[src/rtl/srio_tx_arbiter.sv]
// Packet-level round-robin arbiter: three SRIO HELLO AXI-Stream sources onto one
// registered transmit stream, with grant hold per packet, priority override and oversize monitor.
`timescale 1ns/1ps
module srio_tx_arbiter #(
    parameter int DATA_W    = 64,
    parameter int USER_W    = 32,
    parameter int MAX_BEATS = 33
) (
    input  logic              AXIS_ACLK,
    input  logic              AXIS_ARESETN,
    input  logic              S0_AXIS_TVALID,
    output logic              S0_AXIS_TREADY,
    input  logic [DATA_W-1:0] S0_AXIS_TDATA,
    input  logic              S0_AXIS_TLAST,
    input  logic [USER_W-1:0] S0_AXIS_TUSER,
    input  logic              S1_AXIS_TVALID,
    output logic              S1_AXIS_TREADY,
    input  logic [DATA_W-1:0] S1_AXIS_TDATA,
    input  logic              S1_AXIS_TLAST,
    input  logic [USER_W-1:0] S1_AXIS_TUSER,
    input  logic              S2_AXIS_TVALID,
    output logic              S2_AXIS_TREADY,
    input  logic [DATA_W-1:0] S2_AXIS_TDATA,
    input  logic              S2_AXIS_TLAST,
    input  logic [USER_W-1:0] S2_AXIS_TUSER,
    output logic              M_AXIS_TVALID,
    input  logic              M_AXIS_TREADY,
    output logic [DATA_W-1:0] M_AXIS_TDATA,
    output logic              M_AXIS_TLAST,
    output logic [USER_W-1:0] M_AXIS_TUSER,
    output logic [1:0]        M_AXIS_TID,
    input  logic              arb_enable,
    input  logic              prio_en,
    input  logic [1:0]        prio_sel,
    output logic              grant_active,
    output logic              oversize_err
);

    typedef enum logic {
        ST_IDLE = 1'b0,
        ST_GNT  = 1'b1
    } state_t;

    localparam logic [7:0] MAX_CNT = 8'(MAX_BEATS);
    localparam logic [7:0] CNT_SAT = 8'hFF;

    logic [2:0]        s_valid;
    logic [2:0]        s_last;
    logic [2:0]        s_ready;
    logic [DATA_W-1:0] s_data [3];
    logic [USER_W-1:0] s_user [3];

    assign s_valid   = {S2_AXIS_TVALID, S1_AXIS_TVALID, S0_AXIS_TVALID};
    assign s_last    = {S2_AXIS_TLAST, S1_AXIS_TLAST, S0_AXIS_TLAST};
    assign s_data[0] = S0_AXIS_TDATA;
    assign s_data[1] = S1_AXIS_TDATA;
    assign s_data[2] = S2_AXIS_TDATA;
    assign s_user[0] = S0_AXIS_TUSER;
    assign s_user[1] = S1_AXIS_TUSER;
    assign s_user[2] = S2_AXIS_TUSER;

    state_t            state_q, state_d;
    logic [1:0]        grant_q, grant_d;
    logic [1:0]        last_grant_q, last_grant_d;
    logic [7:0]        beat_cnt_q, beat_cnt_d;
    logic              ovs_seen_q, ovs_seen_d;
    logic              oversize_q, oversize_d;
    logic              m_valid_q, m_valid_d;
    logic              m_last_q, m_last_d;
    logic [DATA_W-1:0] m_data_q, m_data_d;
    logic [USER_W-1:0] m_user_q, m_user_d;
    logic [1:0]        m_tid_q, m_tid_d;

    logic              load_ok;
    logic              accept;
    logic              sel_valid;
    logic              sel_last;
    logic [DATA_W-1:0] sel_data;
    logic [USER_W-1:0] sel_user;
    logic              prio_hit;
    logic              any_valid;
    logic [1:0]        rr_winner;
    logic [1:0]        rr_cand;
    logic              rr_found;
    logic [1:0]        winner;

    // The register can take a beat when empty or when it drains this cycle.
    assign load_ok   = !m_valid_q || M_AXIS_TREADY;
    assign sel_valid = s_valid[grant_q];
    assign sel_last  = s_last[grant_q];
    assign sel_data  = s_data[grant_q];
    assign sel_user  = s_user[grant_q];
    assign accept    = (state_q == ST_GNT) && load_ok && sel_valid;

    generate
        for (genvar gi = 0; gi < 3; gi++) begin : g_ready
            assign s_ready[gi] = (state_q == ST_GNT) && load_ok && (grant_q == 2'(gi));
        end
    endgenerate

    assign S0_AXIS_TREADY = s_ready[0];
    assign S1_AXIS_TREADY = s_ready[1];
    assign S2_AXIS_TREADY = s_ready[2];

    function automatic logic [1:0] rr_next(input logic [1:0] idx);
        return (idx == 2'd2) ? 2'd0 : idx + 2'd1;
    endfunction

    // Search starts just after the source served last.
    always_comb begin
        rr_winner = rr_next(last_grant_q);
        rr_cand   = last_grant_q;
        rr_found  = 1'b0;
        for (int k = 0; k < 3; k++) begin
            rr_cand = rr_next(rr_cand);
            if (!rr_found && s_valid[rr_cand]) begin
                rr_winner = rr_cand;
                rr_found  = 1'b1;
            end
        end
    end

    assign prio_hit  = prio_en && (prio_sel != 2'd3) && s_valid[prio_sel];
    assign winner    = prio_hit ? prio_sel : rr_winner;
    assign any_valid = |s_valid;

    always_comb begin
        state_d      = state_q;
        grant_d      = grant_q;
        last_grant_d = last_grant_q;
        beat_cnt_d   = beat_cnt_q;
        ovs_seen_d   = ovs_seen_q;
        oversize_d   = 1'b0;
        m_valid_d    = m_valid_q;
        m_last_d     = m_last_q;
        m_data_d     = m_data_q;
        m_user_d     = m_user_q;
        m_tid_d      = m_tid_q;

        case (state_q)
            ST_IDLE: begin
                if (arb_enable && any_valid) begin
                    state_d = ST_GNT;
                    grant_d = winner;
                end
            end
            ST_GNT: begin
                if (accept) begin
                    // The beat taking the count past MAX_BEATS flags the packet once.
                    if ((beat_cnt_q == MAX_CNT) && !ovs_seen_q) begin
                        oversize_d = 1'b1;
                        ovs_seen_d = 1'b1;
                    end
                    if (beat_cnt_q != CNT_SAT) begin
                        beat_cnt_d = beat_cnt_q + 8'd1;
                    end
                    if (sel_last) begin
                        state_d      = ST_IDLE;
                        last_grant_d = grant_q;
                        beat_cnt_d   = 8'd0;
                        ovs_seen_d   = 1'b0;
                    end
                end
            end
        endcase

        if (accept) begin
            m_valid_d = 1'b1;
            m_last_d  = sel_last;
            m_data_d  = sel_data;
            m_user_d  = sel_user;
            m_tid_d   = grant_q;
        end else if (M_AXIS_TREADY) begin
            m_valid_d = 1'b0;
        end
    end

    always_ff @(posedge AXIS_ACLK) begin
        if (!AXIS_ARESETN) begin
            state_q      <= ST_IDLE;
            grant_q      <= 2'd0;
            last_grant_q <= 2'd2;
            beat_cnt_q   <= 8'd0;
            ovs_seen_q   <= 1'b0;
            oversize_q   <= 1'b0;
            m_valid_q    <= 1'b0;
            m_last_q     <= 1'b0;
            m_data_q     <= '0;
            m_user_q     <= '0;
            m_tid_q      <= 2'd0;
        end else begin
            state_q      <= state_d;
            grant_q      <= grant_d;
            last_grant_q <= last_grant_d;
            beat_cnt_q   <= beat_cnt_d;
            ovs_seen_q   <= ovs_seen_d;
            oversize_q   <= oversize_d;
            m_valid_q    <= m_valid_d;
            m_last_q     <= m_last_d;
            m_data_q     <= m_data_d;
            m_user_q     <= m_user_d;
            m_tid_q      <= m_tid_d;
        end
    end

    assign M_AXIS_TVALID = m_valid_q;
    assign M_AXIS_TDATA  = m_data_q;
    assign M_AXIS_TLAST  = m_last_q;
    assign M_AXIS_TUSER  = m_user_q;
    assign M_AXIS_TID    = m_tid_q;
    assign grant_active  = (state_q == ST_GNT);
    assign oversize_err  = oversize_q;

endmodule

[config.mk]
export PLATFORM = sky130hd
export DESIGN_NAME = srio_tx_arbiter
export DESIGN_NICKNAME = d
export VERILOG_FILES = /design/src/rtl/srio_tx_arbiter.sv
export SDC_FILE = /design/constraint.sdc
export NUM_CORES = 1
export LEC_CHECK = 0
export ABC_AREA = 1
export BUFFER_PORTS_ARGS = -buffer_cell sky130_fd_sc_hd__buf_2
export CORE_AREA = 2 2 158 160
export CTS_CLUSTER_SIZE = 20
export DETAILED_ROUTE_END_ITERATION = 6
export DIE_AREA = 0 0 160 162
export PLACE_DENSITY = 0.66
export SETUP_SLACK_MARGIN = 0.2
export SLEW_MARGIN = 20
export SYNTH_ARGS = -nofsm -noshare
export SYNTH_HDL_FRONTEND = slang
export SYNTH_SLANG_ARGS = --single-unit
[constraint.sdc]
create_clock -name AXIS_ACLK -period 1.8 [get_ports AXIS_ACLK]
set_clock_uncertainty 0.2 [all_clocks]
set_input_delay 0.54 -clock AXIS_ACLK [delete_from_list [all_inputs] [get_ports AXIS_ACLK]]
set_output_delay 0.54 -clock AXIS_ACLK [all_outputs]
set_load 0.02 [all_outputs]
==> results.md, run 1 <==
* Yosys warnings at 0
* Global-route wire length before repair at between 50 and 60 mm
* Combinational share of power at 0.464
* Die height at between 150 and 200 um
* Status: finished, violations left
* Post-synth EDFFs at 0
* Final Critical Period at about 2.1 ns
* DR vias at between 9000 and 10000
* FF+latch count, synth at roughly 120
* Die extent in x at 160 um
* DR DRC count at 0
* IO buf count at slightly above 400
* Worst R2R End: M_AXIS_TDATA[56]
* Cell leakage power at about 0.007 uW
* Setup WS pre-CTS at -0.2379 ns
* Async SR Flop Fraction at 0
* Post-Syn Area per Cell at around 6.2 um^2
* Routability cong. at roughly 0.86
* Crit path top cell by count: inv_4
* Initial Util at 0.2560
* Crit path kind: reg2out
* ANT cells at 0
* Fmax at 480.5 MHz
* Routed WL at 36.29 mm
* Fraction of layout cells with a size suffix above 1 at 0.6863
* Most common cell after layout, fill and taps aside: buf_2
* CTS tree: built
* Final Hold Fails at 0
* Io pins at roughly 410
* Startpoint types: register
* Synth top area cells: dfxtp_1 (37%), nand2_1 (20%), nor2_1 (12%)
* Unrepaired setup endpoints after global routing: yes
* Int Pwr at 8042 uW
* Switching part of the total power at 0.3498
* Fin area at 14630 um^2
* Num CTS Buffers at 17
* Clock-pin slew on the worst setup and hold paths at 0.06 ns
* Area Overhead vs Synth at 137.0%
* Crit path cell chain: inv_4 > a21oi_4 > inv_4 > nor3_4 > buf_6
* Max-cap violations at 0
* Post-DP Area at between 8000 and 9000 um^2
* Finish-stage setup viols at 76
* Slew Limit Fails at 0
* Worst Setup EP: S2_AXIS_TREADY
* Post-synthesis cell area at a little over 6000 um^2
* Slowest cell on the critical path: dfxtp_4
* Arr. time, crit path at between 1 and 1.5 ns
* Sequential share of power at 0.248
* Root Driver: clkbuf_16
* Pwr Total at roughly 12000 uW
* Top_reg_cell synth: dfxtp_1
* Initial antenna violation count at 0
* DR pass1 iterations at 5
* Largest net degree at the start of global routing at approximately 60
* Net Count, Synth at ~1300
* Failing checks: setup timing
* Clock latency on the worst-skew pair at about 0.4 ns
* Reg-to-reg setup timing slack at -0.15 ns
* Initial DRC Count at approximately 630
* Post-CTS Hold Fix Bufs at 0
* Sequential fraction of the synthesis area at 0.3730
* Worst path max stage delay at 0.37 ns
* H-tree Lvls at 4
* Synthesized instance count at roughly 1000
* Worst r2r src: grant_q[0]
* Critical path endpoint category: output pin
* PnR worst setup slack at -0.2810 ns
* Clock buffer depth at 2
* Area share of the largest cell type after synthesis at 0.3730
* Period Utilization, post-route at 1.156
* Synth area leader: dfxtp_1
* Hold Path Class: reg2reg
* Worst R2R Path Depth at 12
* Worst Tran Pin Value at between 0.4 and 0.5 ns
* Dpl hpwl at around 18 mm
* # nets final at 1836
* Largest fanout on the critical path at 3
* Core outline area at ~24000 um^2
* PwrDens at around 850 nW/um^2
* Grt total ovfl at 0
* WL/cell at 19.41 um
* Clock power share at 0.288
* Routed vias/inst at ~4.9
* CP Data Required Time at between 1 and 1.5 ns
* Post-synth cell types at 30
* Hold_ws at around 0.21 ns
* Std cell rows at between 50 and 60
* Final ANT Viol Nets at 0
* Vias in the first global route at ~8900
* Total die area at about 26000 um^2
* Relative slew slack at 0.7049
* CTS Sinks at ~120
* P_sw at ~4300 uW
* Peak supply drop at between 600 and 700 uV
* Crit path from: grant_active
* Total GRT Usage at 0.2574
* Worst Hold Launch: ovs_seen_q
* Commonest non-fill, non-tap cells in the layout: buf_2 (300), nand2_1 (219), nor2_1 (162)
## per-stage QoR
stage	setup TNS, ns	utilization	instances
6_report	-5.886	0.6068	1870
3_3_place_gp	-18.55	0.3663	1714
2_1_floorplan	-0.01706	-	1001
5_1_grt	-10.98	0.6068	1870
3_5_place_dp	-19.87	0.3663	1714
4_1_cts	-3.636	0.5637	1845
## power by group through the flow
stage / clock network [uW] / logic [uW] / registers, uW
floorplan: 0 / 1250 / 3270
global placement: 0 / 2600 / 2980
detailed placement: 0 / 2610 / 2990
CTS: 3630 / 5180 / 3010
global route: 3770 / 6020 / 3090
finish: 3570 / 5740 / 3070
## critical path: cells and delay by family (launching register included)
family	cells	cell delay, ns
simple gates	1	0.13
compound gates	1	0.16
buf+inv	3	0.27
flops	1	0.37
## synthesized netlist by cell type, types with 5 or more instances
| library cell | number |
|---|---|
| xor2_1 | 5 |
| nor3_1 | 7 |
| a21oi_1 | 15 |
| o21ai_1 | 20 |
| nor2_1 | 205 |
| dfxtp_1 | 115 |
| buf_1 | 5 |
| clkbuf_1 | 28 |
| inv_1 | 17 |
| nand3_1 | 121 |
| o21ai_0 | 82 |
| buf_2 | 19 |
| nand2_1 | 326 |
| buf_6 | 11 |
## flip-flops by register name, indices dropped and copies added, names as in the netlist
register / cells
M_AXIS_TDATA: 64
M_AXIS_TUSER: 32
beat_cnt_q: 8
M_AXIS_TID: 2
grant_q: 2
last_grant_q: 2
M_AXIS_TLAST: 1
M_AXIS_TVALID: 1
grant_active: 1
oversize_err: 1
ovs_seen_q: 1
## cell families (layout without fill, tap and decap cells)
logic type / count (synthesis) / after routing / synth area share
compound gates: 123 / 123 / 0.1032
simple gates: 669 / 671 / 0.4401
xor+xnor: 6 / 6 / 0.008514
buf+inv: 86 / 629 / 0.07115
flops: 115 / 115 / 0.3730
fa+ha+maj: 2 / 2 / 0.004054
## how the worst min path moves through the flow
stage	end	depth (start not counted)
after floorplan	oversize_err	1
after global routing	oversize_err	1
after global placement	oversize_err	1
after CTS	oversize_err	1
final	oversize_err	1
after detailed placement	oversize_err	1
## what timing repair did
action | in CTS | in global routing
endpoints found under the setup margin | 219 | 220
setup buffers | 49 | 25
cloned | 50 | 0
pin swaps | 237 | 76
gates resized for setup | 727 | 243
## per-layer routing
layer,global-route usage,vias up,share of wire
li1,-,4317,-
met1,0.2795,4269,0.37
met2,0.4852,469,0.53
met3,0.05056,103,0.062
met4,0.1130,0,0.038
met5,0,-,0
## final cells by class
class / count / area [um^2]
clock buffer: 21 / 470.5
clock inverter: 11 / 151.4
fill: 1904 / 9478
inverter: 21 / 125.1
multi-input combinational: 802 / 5389
sequential: 115 / 2460
tap: 324 / 405.4
timing repair buffer: 575 / 5610
timing repair inverter: 1 / 16.27
No activity file was read; power rests on OpenSTA's default activity.
==> inputs of run 2 (changes only) <==
--- a/config.mk
+++ b/config.mk
@@ -11,7 +11,7 @@
 export CTS_CLUSTER_SIZE = 20
 export DETAILED_ROUTE_END_ITERATION = 6
 export DIE_AREA = 0 0 160 162
-export PLACE_DENSITY = 0.66
+export PLACE_DENSITY = 0.65
 export SETUP_SLACK_MARGIN = 0.2
 export SLEW_MARGIN = 20
 export SYNTH_ARGS = -nofsm -noshare
==> results.md, run 2 (same netlist as run 1, synthesis figures left out) <==
* Status: finished, violations left
* Failing checks: setup timing
* Final Critical Period at 2.023 ns (-0.05758 ns)
* Highest routed layer: met5
* Routed vias/inst at 4.796 (-2.1%)
* Critical path endpoint category: output pin
* Crit path cell chain: inv_4 > a21oi_4 > inv_4 > nor3_4 > buf_6
* Area Overhead vs Synth at 116.1%
* Peak supply drop at 485.8 uV (-27%)
* CP Data Required Time at 1.06 ns (about the same)
* Startpoint types: register
* Crit path from: grant_active
* Unrepaired setup endpoints after global routing: yes
* Fmax at 494.2 MHz (+2.8%)
* Std cell rows at 57 (unchanged)
* Arr. time, crit path at 1.28 ns (-0.06 ns)
* Worst R2R End: beat_cnt_q[5]
* PwrDens at 864.4 nW/um^2 (+2.2%)
* PnR worst setup slack at -0.2234 ns (+0.05758 ns)
* Num CTS Buffers at 17 (unchanged)
* Routability cong. at 0.8718 (+1.6%)
* Slowest cell on the critical path: dfxtp_4
* Worst Tran Pin Value at 0.4671 ns (+0.02718 ns)
* Total die area at 25920 um^2 (unchanged)
* Filler cell count at 2102 (+10%)
* Relative slew slack at 0.6867 (-0.01823)
* Clock-pin slew on the worst setup and hold paths at 0.05 ns (about the same)
* Commonest non-fill, non-tap cells in the layout: nand2_1 (305), buf_2 (300), buf_6 (126)
* Reg-to-reg setup timing slack at -0.17 ns (-0.02 ns)
* Hold Path Class: reg2reg
* Met3 routed WL at 2.690 mm (+20%)
* H-tree Lvls at 4 (unchanged)
* Slew Limit Fails at 0 (unchanged)
* Die extent in x at 160 um (unchanged)
* Crit path top cell by count: inv_4
* Dpl hpwl at 17.60 mm (-0.79%)
* Fraction of layout cells with a size suffix above 1 at 0.6176 (-0.06872)
* Root Driver: clkbuf_16
* DR DRC count at 0 (unchanged)
* Largest fanout on the critical path at 3 (unchanged)
* DR pass1 iterations at 6 (+1)
* Worst path max stage delay at 0.35 ns (-0.02 ns)
* Finish-stage setup viols at 116 (+53%)
* Metal2 WL at 16.71 mm (-13%)
* Grt total ovfl at 0 (unchanged)
* Final ANT Viol Nets at 0 (unchanged)
* CTS tree: built
* Core outline area at 24110 um^2 (unchanged)
* Met1 wire length at 11.92 mm (-12%)
* Clock buffer depth at 2 (unchanged)
* Setup WS pre-CTS at -0.2562 ns (-0.01823 ns)
* Top delay family on crit path: flip-flops
* DR vias at 8983 (-1.9%)
* CTS Sinks at 115 (unchanged)
* Number of flip-flops in the largest register at 64 (unchanged)
* Pwr Total at 11530 uW (-6.8%)
* Register Area at 2470 um^2 (+0.41%)
* Total GRT Usage at 0.2323 (-0.02509)
* Period Utilization, post-route at 1.124 (-0.03199)
* Hold_ws at 0.2662 ns (+0.05702 ns)
* Worst R2R Path Depth at 12 (unchanged)
* Worst r2r src: grant_q[0]
* Io pins at 406 (unchanged)
* Multi-input gate area at 4546 um^2 (-16%)
* Initial DRC Count at 576 (-8.0%)
* Global-route wire length before repair at 46.26 mm (-8.4%)
* Initial antenna violation count at 2 (+2)
* Die height at 162 um (unchanged)
* Vias in the first global route at 8540 (-3.9%)
* WL/cell at 17.56 um (-9.5%)
* Worst Setup EP: S1_AXIS_TREADY
* Initial Util at 0.2560 (unchanged)
* Final Hold Fails at 0 (unchanged)
* Cell leakage power at 0.006344 uW (-9.5%)
* IO buf count at 405 (unchanged)
* Most common cell after layout, fill and taps aside: nand2_1
* Routed WL at 32.89 mm (-9.4%)
* Largest net degree at the start of global routing at 58 (-1.7%)
* WP depth at 5 (unchanged)
* # nets final at 1839 (+0.16%)
* Worst Path Buf+Inv at 3 (unchanged)
* Crit path kind: reg2out
* Clock latency on the worst-skew pair at 0.40 ns (about the same)
* Max-cap violations at 0 (unchanged)
## run 2: cell types whose count changed in the layout (fill, tap and decap cells not counted), moves of 15 or more
cell and change:
buf_16 -15, buf_4 +35, nand2_1 +86, nand2_4 -73, nand3_1 +73, nand3_2 -63
nor2_1 -52, nor2_2 +48, o21ai_2 -17
## run 2: repair_timing
| item | 4_1_cts | 5_1_grt |
|---|---|---|
| pin swaps | 75 | 61 |
| hold buffers | 0 | 0 |
| gates resized for setup | 468 | 291 |
| hold endpoints to repair | 0 | 0 |
| endpoints found under the setup margin | 219 | 220 |
| cloned | 35 | 0 |
| buffers inserted | 52 | 48 |
## run 2: report_power, final
| group | switching, uW | internal (uW) |
|---|---|---|
| Sequential | 218 | 2850 |
| Combinational | 2430 | 2490 |
| Clock | 1290 | 2250 |
## run 2: how the worst min path moves through the flow
| stage | endpoint | depth (start not counted) | start |
|---|---|---|---|
| after detailed placement | oversize_err | 1 | ovs_seen_q |
| after global placement | oversize_err | 1 | ovs_seen_q |
| after CTS | oversize_err | 1 | ovs_seen_q |
| after global routing | oversize_err | 1 | ovs_seen_q |
| final | oversize_err | 1 | ovs_seen_q |
| after floorplan | oversize_err | 1 | ovs_seen_q |
## run 2: routing by layer
metal	global-route usage	up-vias
met5	0	-
met4	0.1212	2
met3	0.06282	97
met2	0.4270	479
met1	0.2431	4109
li1	-	4296
## run 2: stage by stage
step / TNS, ns / cells / cell area [um^2] / utilization
floorplan: -0.01706 / 1001 / 6237 / -
finish: -12.89 / 1873 / 13340 / 0.5534
global placement: -18.31 / 1706 / 8760 / 0.3634
global route: -20.11 / 1873 / 13340 / 0.5534
detailed placement: -21.13 / 1706 / 8760 / 0.3634
CTS: -9.517 / 1824 / 12100 / 0.5021
## run 2: worst register-to-register path, stage by stage (launching register included)
cell,delay [ns]
dfxtp_4,0.36
buf_6,0.12
buf_6,0.12
nor2_4,0.12
nand2_2,0.08
nand3_4,0.13
nand2_8,0.12
inv_12,0.10
buf_12,0.11
nand2_8,0.09
nand2_8,0.13
nand2_2,0.06
a21oi_2,0.14
## run 2: area by class of cell
| type | count | share of cell area |
|---|---|---|
| timing repair buffer | 580 | 0.3896 |
| clock inverter | 12 | 0.01163 |
| inverter | 21 | 0.008347 |
| multi-input combinational | 801 | 0.3407 |
| sequential | 115 | 0.1851 |
| clock buffer | 19 | 0.03395 |
| antenna | 1 | 0.0001876 |
| tap | 324 | 0.03039 |
